<file path="src/rtl/pll_lock_sequencer.sv">
// pll_lock_sequencer: drives the PLL RESETB pin, qualifies the lock indication
// and releases the downstream reset once lock has been stable long enough.
// Timed-out lock attempts are retried, and the block parks in FAULT once the
// retries are used up.
// Optional feature macro: PLL_LOCK_SEQUENCER_STATUS_EN adds lock_loss_cnt, a
// saturating count of RUN exits caused by loss of lock.
module pll_lock_sequencer #(
    parameter int RST_CYCLES   = 4,
    parameter int LOCK_STABLE  = 8,
    parameter int LOCK_TIMEOUT = 64,
    parameter int MAX_RETRIES  = 2
) (
    input  logic       clock_in,
    input  logic       reset_n,
    input  logic       locked,
    input  logic       restart,
    output logic       pll_resetb,
    output logic       sys_rst_n,
    output logic       ready,
    output logic       fault,
    output logic [2:0] state
`ifdef PLL_LOCK_SEQUENCER_STATUS_EN
    ,
    output logic [7:0] lock_loss_cnt
`endif
);

    typedef enum logic [2:0] {
        PLL_RST   = 3'd0,
        WAIT_LOCK = 3'd1,
        RUN       = 3'd2,
        FAULT     = 3'd3
    } state_t;

    // Counter widths hold the full parameter value so they can saturate there.
    localparam int RW = $clog2(RST_CYCLES + 1);
    localparam int SW = $clog2(LOCK_STABLE + 1);
    localparam int TW = $clog2(LOCK_TIMEOUT + 1);
    localparam int YW = (MAX_RETRIES > 0) ? $clog2(MAX_RETRIES + 1) : 1;

    localparam logic [RW-1:0] RST_LAST    = RW'(RST_CYCLES - 1);
    localparam logic [RW-1:0] RST_SAT     = RW'(RST_CYCLES);
    localparam logic [SW-1:0] STABLE_LAST = SW'(LOCK_STABLE - 1);
    localparam logic [SW-1:0] STABLE_SAT  = SW'(LOCK_STABLE);
    localparam logic [TW-1:0] TMO_LAST    = TW'(LOCK_TIMEOUT - 1);
    localparam logic [TW-1:0] TMO_SAT     = TW'(LOCK_TIMEOUT);
    localparam logic [YW-1:0] RETRY_MAX   = YW'(MAX_RETRIES);

    logic [1:0]    sync_q;
    logic          lock_s;
    state_t        state_q, state_d;
    logic [RW-1:0] rst_cnt_q, rst_cnt_d;
    logic [SW-1:0] stable_cnt_q, stable_cnt_d;
    logic [TW-1:0] tmo_cnt_q, tmo_cnt_d;
    logic [YW-1:0] retry_cnt_q, retry_cnt_d;
    logic          pll_resetb_q, pll_resetb_d;
    logic          sys_rst_n_q, sys_rst_n_d;
    logic          ready_q, ready_d;
    logic          fault_q, fault_d;

    assign lock_s = sync_q[1];

    // Two-flop synchronizer bringing the asynchronous PLL lock into clock_in.
    always_ff @(posedge clock_in or negedge reset_n) begin
        if (!reset_n) sync_q <= 2'b00;
        else          sync_q <= {sync_q[0], locked};
    end

    // Next state, counter updates and the output values for the next state.
    always_comb begin
        state_d      = state_q;
        rst_cnt_d    = rst_cnt_q;
        stable_cnt_d = stable_cnt_q;
        tmo_cnt_d    = tmo_cnt_q;
        retry_cnt_d  = retry_cnt_q;
        if (restart) begin
            state_d     = PLL_RST;
            retry_cnt_d = '0;
        end else begin
            case (state_q)
                PLL_RST: begin
                    if (rst_cnt_q == RST_LAST) state_d = WAIT_LOCK;
                    else if (rst_cnt_q != RST_SAT) rst_cnt_d = rst_cnt_q + 1'b1;
                end
                WAIT_LOCK: begin
                    if (!lock_s)                        stable_cnt_d = '0;
                    else if (stable_cnt_q != STABLE_SAT) stable_cnt_d = stable_cnt_q + 1'b1;
                    if (tmo_cnt_q != TMO_SAT) tmo_cnt_d = tmo_cnt_q + 1'b1;
                    // Reaching the stable threshold beats a simultaneous timeout.
                    if (lock_s && stable_cnt_q == STABLE_LAST) begin
                        state_d     = RUN;
                        retry_cnt_d = '0;
                    end else if (tmo_cnt_q == TMO_LAST) begin
                        if (retry_cnt_q < RETRY_MAX) begin
                            state_d     = PLL_RST;
                            retry_cnt_d = retry_cnt_q + 1'b1;
                        end else begin
                            state_d = FAULT;
                        end
                    end
                end
                RUN: begin
                    if (!lock_s) state_d = PLL_RST;
                end
                FAULT: begin
                    state_d = FAULT;
                end
                default: begin
                    state_d = PLL_RST;
                end
            endcase
        end
        // Every entry into a state (including a restart re-entry) starts its timers fresh.
        if (restart || (state_d != state_q)) begin
            rst_cnt_d    = '0;
            stable_cnt_d = '0;
            tmo_cnt_d    = '0;
        end
        pll_resetb_d = (state_d == WAIT_LOCK) || (state_d == RUN);
        sys_rst_n_d  = (state_d == RUN);
        ready_d      = (state_d == RUN);
        fault_d      = (state_d == FAULT);
    end

    // State, counters and registered outputs.
    always_ff @(posedge clock_in or negedge reset_n) begin
        if (!reset_n) begin
            state_q      <= PLL_RST;
            rst_cnt_q    <= '0;
            stable_cnt_q <= '0;
            tmo_cnt_q    <= '0;
            retry_cnt_q  <= '0;
            pll_resetb_q <= 1'b0;
            sys_rst_n_q  <= 1'b0;
            ready_q      <= 1'b0;
            fault_q      <= 1'b0;
        end else begin
            state_q      <= state_d;
            rst_cnt_q    <= rst_cnt_d;
            stable_cnt_q <= stable_cnt_d;
            tmo_cnt_q    <= tmo_cnt_d;
            retry_cnt_q  <= retry_cnt_d;
            pll_resetb_q <= pll_resetb_d;
            sys_rst_n_q  <= sys_rst_n_d;
            ready_q      <= ready_d;
            fault_q      <= fault_d;
        end
    end

    assign pll_resetb = pll_resetb_q;
    assign sys_rst_n  = sys_rst_n_q;
    assign ready      = ready_q;
    assign fault      = fault_q;
    assign state      = state_q;

`ifdef PLL_LOCK_SEQUENCER_STATUS_EN
    logic [7:0] loss_cnt_q;

    // Count RUN exits caused by lock loss; a restart exit is not a lock loss.
    always_ff @(posedge clock_in or negedge reset_n) begin
        if (!reset_n) begin
            loss_cnt_q <= 8'd0;
        end else if (!restart && (state_q == RUN) && !lock_s && (loss_cnt_q != 8'hFF)) begin
            loss_cnt_q <= loss_cnt_q + 8'd1;
        end
    end

    assign lock_loss_cnt = loss_cnt_q;
`endif

endmodule

</file>
<file path="config.mk">
export PLATFORM = sky130hd
export DESIGN_NAME = pll_lock_sequencer
export DESIGN_NICKNAME = d
export VERILOG_FILES = /design/src/rtl/pll_lock_sequencer.sv
export SDC_FILE = /design/constraint.sdc
export NUM_CORES = 1
export LEC_CHECK = 0
export CORE_ASPECT_RATIO = 2
export CORE_MARGIN = 5
export CORE_UTILIZATION = 45
export CTS_CLUSTER_DIAMETER = 200
export CTS_CLUSTER_SIZE = 14
export DETAILED_ROUTE_END_ITERATION = 8
export DONT_BUFFER_PORTS = 1
export GPL_TIMING_DRIVEN = 0
export PLACE_DENSITY = 0.64
export SYNTH_ARGS = -nofsm -noshare
export SYNTH_HDL_FRONTEND = slang
export SYNTH_SLANG_ARGS = --single-unit
</file>
<file path="constraint.sdc">
create_clock -name clock_in -period 1.7 [get_ports clock_in]
set_clock_uncertainty 0.15 [all_clocks]
set_input_delay 0.255 -clock clock_in [delete_from_list [all_inputs] [get_ports clock_in]]
set_output_delay 0.255 -clock clock_in [all_outputs]
set_load 0.01 [all_outputs]
</file>
==> results of run 1 <==
-- report_power, final --
part | switching (mW) | internal [mW]
Clock | 0.181 | 0.159
Sequential | 0.00955 | 0.579
Combinational | 0.0485 | 0.0417
-- layout make-up --
cell class	instances	area (µm²)
buffer	6	62.56
multi-input combinational	94	922.1
inverter	9	33.78
fill	255	1192
tap	31	38.79
clock buffer	3	41.29
sequential	24	600.6
timing repair buffer	26	265.3
-- metrics by stage --
stage                     total power, mW  hold slack [ns]  cells  setup TNS (ns)  utilization [%]
after global placement             0.6429          -0.1900    166          -3.997            47.44
after floorplan                    0.6355          -0.1906    135          -1.257                -
after detailed placement           0.6457          -0.1900    166          -4.569            47.44
final                               1.018          0.02698    193          -3.103            62.23
after global routing                1.057          0.02391    193          -4.299            62.23
after CTS                           1.026          0.03362    191          -2.997            60.17
-- layer usage --
metal,GRT usage [%],vias to the layer above
met5,0,-
met1,16.72,594
met2,29.52,27
met4,11.38,0
met3,1.322,16
li1,-,541
-- sequential cells by signal (all words and copies together) (netlist names) --
register and flops:
pll_resetb 1, sync_q 2, fault 1, rst_cnt_q 3
retry_cnt_q 2, tmo_cnt_q 7, ready 1, stable_cnt_q 4
state 3
-- synthesized netlist by cell type (2+ instances only) --
cell type | n | area, µm²
a2111oi_2 | 2 | 30.03
a211oi_1 | 2 | 15.01
a21oi_1 | 6 | 30.03
buf_2 | 2 | 10.01
buf_4 | 2 | 15.01
buf_6 | 3 | 33.78
dfrtp_1 | 24 | 600.6
ha_1 | 7 | 87.58
inv_1 | 9 | 33.78
mux2i_1 | 3 | 30.03
nand2_1 | 6 | 22.52
nand2b_1 | 2 | 12.51
nand3_1 | 5 | 25.02
nand4_1 | 2 | 12.51
nor2_1 | 9 | 33.78
nor2b_1 | 2 | 12.51
nor3_1 | 3 | 15.01
nor3_2 | 9 | 90.09
nor3b_1 | 2 | 15.01
nor4b_1 | 2 | 17.52
o21ai_0 | 3 | 15.01
o311a_1 | 2 | 20.02
o31ai_1 | 2 | 15.01
xnor2_1 | 6 | 52.55
-- critical path: stages, from the launching register on --
cell,delay [ns]
dfrtp_1,0.41
ha_2,0.20
and4b_2,0.27
nand3b_4,0.19
a2bb2oi_4,0.22
buf_6,0.16
a2111oi_2,0.20
-- layout by cell type, fill, tap and decap left out, types with 2 or more instances in the layout --
cell type	n
nor2_1	8
ha_2	3
nor2b_1	2
nand3_1	5
nand4_1	2
nor4b_2	2
mux2i_1	3
clkbuf_8	3
ha_1	3
nand2_1	5
o31ai_4	2
a21oi_1	6
nand2b_1	2
a211oi_1	2
nor3_2	11
buf_6	10
dlygate4sd3_1	4
inv_1	9
buf_4	13
buf_12	2
o21ai_1	3
xnor2_1	5
dfrtp_1	24
-- logic make-up after synthesis --
group | after synthesis
mux | 3
compound gates | 24
simple gates | 52
fa+ha+maj | 7
buf+inv | 17
flops | 24
xor+xnor | 7
other cells | 1
-- how the worst max path moves through the flow --
stage / start / to / slack (ns) / cells past startpoint
finish: stable_cnt_q[0]$_DFFE_PN0P_ / rst_cnt_q[2]$_DFFE_PN0P_ / -0.21 / 6
global route: tmo_cnt_q[0]$_DFFE_PN0P_ / stable_cnt_q[1]$_DFFE_PN0P_ / -0.28 / 7
CTS: tmo_cnt_q[0]$_DFFE_PN0P_ / stable_cnt_q[0]$_DFFE_PN0P_ / -0.21 / 7
detailed placement: rst_cnt_q[1]$_DFFE_PN0P_ / rst_cnt_q[2]$_DFFE_PN0P_ / -0.37 / 5
global placement: rst_cnt_q[0]$_DFFE_PN0P_ / rst_cnt_q[2]$_DFFE_PN0P_ / -0.35 / 5
floorplan: stable_cnt_q[1]$_DFFE_PN0P_ / stable_cnt_q[1]$_DFFE_PN0P_ / -0.16 / 6
-- what timing repair did --
item,4_1_cts,5_1_grt
resized for setup,31,16
pin swaps,13,7
endpoints found under the setup margin,19,21
hold endpoints to repair,27,1
buffers inserted,18,4
gates cloned,1,0
hold buffers,4,1
==> out/metrics.cfg, run 1 <==
[status]
status=complete, but fails checks
violations=setup timing

[clocking]
clkTransAtPathRegs_ns=0.08
numClockSinks=24
clk_latency_ns=0.27
cts_tree=done
cts_root_buffer=clkbuf_8
cts_buffers=3
htree_levels=1
cts_max_path_buffers=2

[setup_path]
r2r-start=stable_cnt_q[0]$_DFFE_PN0P_
r2r_cells=6
r2r_end=rst_cnt_q[2]$_DFFE_PN0P_
reg2reg_setup_slack_ns=-0.21
critPathKind=reg -> reg
crit_arrival_ns=1.92
endpoint_kind=flip-flop
startpoint_type=flip-flop
crit_required_ns=1.71
cp_max_fo=4

[power]
p_per_area_nw_per_um2=518.4
p_leak_nw=0.8091
ir_drop_v=0.0004608

[route]
route.met2.wl_um=2026
wl_um=3674
maxUsedRoutingLayer=met4
dr_wl_met3_um=77
wl_per_cell_um=19.04
ant_nets=0
met1Wirelength_um=1376
drc_errors=0
vias_per_cell=6.104
drt_iter0_markers=16
routed-via-count=1178
firstDrtPassIters=4

[yosys]
syn_nets=146
synthDistinctLibCells=44
syn_area_per_cell_um2=10.76
synth-edff-count=0
synth_top_family_by_area=simple AND/OR/NAND/NOR gates
yosysWarnings=0
synthAdderAreaFrac_pct=6.029
netlist_area_um2=1453
syn_inst=135
synth-async-reset-ratio_pct=100.0
synthMuxAreaShare_pct=2.067
synth-xor-area-share_pct=4.220
ys_ff_latch=24
yosysSeqAreaShare_pct=41.34
synth_compound_area_share_pct=14.99
yosys.area_share.simple_pct=24.46
synthFlopType=dfrtp_1

[die]
fp.dieW_um=50.18
die_area_um2=4533
rows=29
die_y_um=90.35
initial_core_util_pct=46.02
num_io_pins=11
core_region_area_um2=3157

[place]
gp_congestion=0.8459
place_ws_ns=-0.3673
place_area_um2=1498
dp_hpwl_um=2159
portBuffers=0

[global_route]
grt_use_total_pct=16.43
antenna_found_initial=0
overflow=0
grt_pass1_vias=1272
grt_max_degree=25
grt_pass1_wl_um=5871

[timing]
setup_ws_ns=-0.2099
rsz0062_at_grt=true
final.min_clock_period_ns=1.910
slew_violations=0
setup_violations=20
hold_violations=0
fmax_mhz=523.6
finalCritPeriodShare_pct=112.3

[finish]
layout-drive-gt1-share_pct=41.36
final_area_um2=1964
antennaDiodeCount=0
nNetsFinal=175
syn2layout_area_growth_pct=35.23

[min_path]
holdPathStages=3
hold_path_class=in -> reg
min_to=state[1]$_DFF_PN0_
min_from=restart

[job]
cap_violations=0

Power figures use the tool's default switching activity.
==> run 2: changes to the inputs <==
Settings changed: ABC_CLOCK_PERIOD_IN_PS from default to 1700.
==> results of run 2 <==
No change in the layout: final DEF, timing and power equal those of run 1.
==> run 3: changes to the inputs <==
Settings changed: CORE_UTILIZATION 45 to 56, PLACE_DENSITY 0.64 to 0.76.
==> run 3 against run 2 <==
- the run still ends with setup timing left
- count of clock-buffer cells in the layout up 1
- worst hold slack worse by 0.017 ns
- power up 7.1%
- clock power up 17%
- non-clock buffer count up 4
- sequential power about the same
- sequential cell count unchanged
- combinational power up 14%
- critical path type unchanged
- wire length up 17%
- largest cell class unchanged
- sequential share of layout area down 1.9 points
==> out/metrics.cfg, run 3 (synthesis results as in run 1) <==
[clocking]
numClockSinks=24  ; unchanged
clkTransAtPathRegs_ns=0.08  ; about the same
htree_levels=1  ; unchanged
cts_root_buffer=clkbuf_8
cts_max_path_buffers=2  ; unchanged
cts_tree=done
cts_buffers=3  ; unchanged
clk_latency_ns=0.27  ; about the same

[finish]
utilization_pct=83.09  ; +21 points
layout-drive-gt1-share_pct=50.30  ; +8.9 points
largest_reg_flops=7  ; unchanged
regMostFlops=tmo_cnt_q
antennaDiodeCount=0  ; unchanged
syn2layout_area_growth_pct=45.13
n_fill_cell=119  ; -53%
largestRegisters=tmo_cnt_q: 7 flops, stable_cnt_q: 4 flops
nNetsFinal=179  ; +2.3%
final_cell_mix=dfrtp_1, buf_4, inv_1
final_common_cell=dfrtp_1

[global_route]
antenna_found_initial=0  ; unchanged
grt_pass1_vias=1310  ; +3.0%
grt_max_degree=25  ; unchanged
grt_use_total_pct=24.86  ; +8.4 points
overflow=0  ; unchanged
grt_pass1_wl_um=6686  ; +14%

[place]
portBuffers=0  ; unchanged
gp_congestion=0.7967  ; -5.8%
dp_hpwl_um=2240  ; +3.7%

[power]
power_switching_mw=0.2563  ; +7.2%
switching_share_pct=23.50  ; about the same
p_leak_nw=0.8573  ; +6.0%
ir_drop_v=0.0009172  ; +99%
power_frac_clock_pct=36.5  ; +3.1 points
p_per_area_nw_per_um2=517.3  ; -0.23%
seq_power_share_pct=54.1  ; -3.7 points
intPower_mw=0.8342  ; +7.1%
combPwrFrac_pct=9.4  ; +0.5 points
total_power_mw=1.091  ; +7.1%

[die]
fp.dieW_um=46.02  ; -8.3%
initial_core_util_pct=57.25  ; +11 points
num_io_pins=11  ; unchanged
core_region_area_um2=2537  ; -20%
rows=26  ; -10%
die_y_um=82.03  ; -9.2%
die_area_um2=3774  ; -17%

[timing]
finalSetupTns_ns=-2.442  ; +0.6606 ns
hold_slack_ns=0.01027  ; -0.01671 ns
fmax_mhz=527.3  ; +0.71%
rsz0062_at_grt=true
final.min_clock_period_ns=1.896  ; -0.01348 ns
slew_violations=0  ; unchanged
hold_violations=0  ; unchanged
setup_violations=19  ; -5.0%
setup_ws_ns=-0.1964  ; +0.01348 ns
finalCritPeriodShare_pct=111.6  ; -0.79 points

[setup_path]
cpPeakStageDelay_ns=0.43  ; +0.02 ns
crit_path_start=state[2]$_DFF_PN0_
r2r_cells=5  ; -1
cp_max_fo=5  ; +1
r2r-start=state[2]$_DFF_PN0_
critPathKind=reg -> reg
cp_cell_sequence=buf_6, or3b_4, a2111oi_4, o21ai_1, a211oi_4
crit_required_ns=1.73  ; +0.02 ns
endpoint_kind=flip-flop
cp_slowest_cell=dfrtp_1
startpoint_type=flip-flop
crit_arrival_ns=1.92  ; about the same

[route]
routed-via-count=1258  ; +6.8%
wl_um=4314  ; +17%
vias_per_cell=6.451  ; +5.7%
wl_per_cell_um=22.12  ; +16%
firstDrtPassIters=4  ; unchanged
drc_errors=0  ; unchanged
ant_nets=0  ; unchanged
drt_iter0_markers=36  ; +20

[status]
violations=setup timing
status=complete, but fails checks

[job]
cap_violations=0  ; unchanged

[min_path]
hold_path_class=in -> reg
holdPathStages=3  ; unchanged
min_from=restart

==> run 3: layer usage <==
| metal | vias to the layer above | routed length, µm | track usage, % |
|---|---|---|---|
| met5 | - | 0 | 0 |
| met4 | 0 | 227 | 12.82 |
| met3 | 17 | 192 | 4.386 |
| met2 | 47 | 2404 | 42.82 |
| met1 | 645 | 1490 | 27.70 |
| li1 | 549 | - | - |
==> run 3: final cells by class <==
cell class | instances | area (µm²) | share of cell area [%]
Multi-Input combinational cell | 94 | 1020 | 48.37
Sequential cell | 24 | 604.3 | 28.66
Timing Repair Buffer | 29 | 280.3 | 13.29
Buffer | 7 | 80.08 | 3.798
Clock buffer | 4 | 55.05 | 2.611
Tap cell | 28 | 35.03 | 1.662
Inverter | 9 | 33.78 | 1.602
==> run 3: path summary, 6_finish.rpt <==
path                                               end  slack (ns)
min in group asynchronous         pll_resetb$_DFF_PN0_        0.26
max                        stable_cnt_q[2]$_DFFE_PN0P_       -0.20
max reg2reg                stable_cnt_q[2]$_DFFE_PN0P_       -0.20
max in group asynchronous     tmo_cnt_q[3]$_DFFE_PN0P_        0.98
min                                 state[1]$_DFF_PN0_        0.01
min reg2reg                        sync_q[1]$_DFF_PN0_        0.21
==> run 3: repair_timing <==
action / CTS / global route
resized for setup: 51 / 13
cloned: 3 / 0
endpoints found under the hold margin: 27 / 2
setup buffers: 23 / 1
setup endpoints to repair: 20 / 20
hold buffers: 3 / 1
pin swaps: 21 / 11
==> run 3: critical path: cells and delay by family (launching register included) <==
| kind | cells | cell delay (ns) |
|---|---|---|
| buffers and inverters | 1 | 0.14 |
| AOI/OAI and AO/OA | 3 | 0.64 |
| DFF | 1 | 0.43 |
| and+or+nand+nor | 1 | 0.43 |
==> run 3: metrics by stage <==
| step | area, µm² | instances | setup slack (ns) |
|---|---|---|---|
| 5_1_grt | 2108 | 195 | -0.2647 |
| 2_1_floorplan | 1459 | 135 | -0.1564 |
| 4_1_cts | 2046 | 194 | -0.1988 |
| 6_report | 2108 | 195 | -0.1964 |
| 3_5_place_dp | 1494 | 163 | -0.3994 |
| 3_3_place_gp | 1494 | 163 | -0.3429 |
==> run 3: power groups by stage <==
stage	Sequential [mW]	Combinational, mW	Clock (mW)
2_1_floorplan	0.596	0.0390	0
3_3_place_gp	0.598	0.0441	0
3_5_place_dp	0.599	0.0463	0
4_1_cts	0.588	0.0958	0.398
5_1_grt	0.591	0.109	0.419
6_report	0.590	0.103	0.398
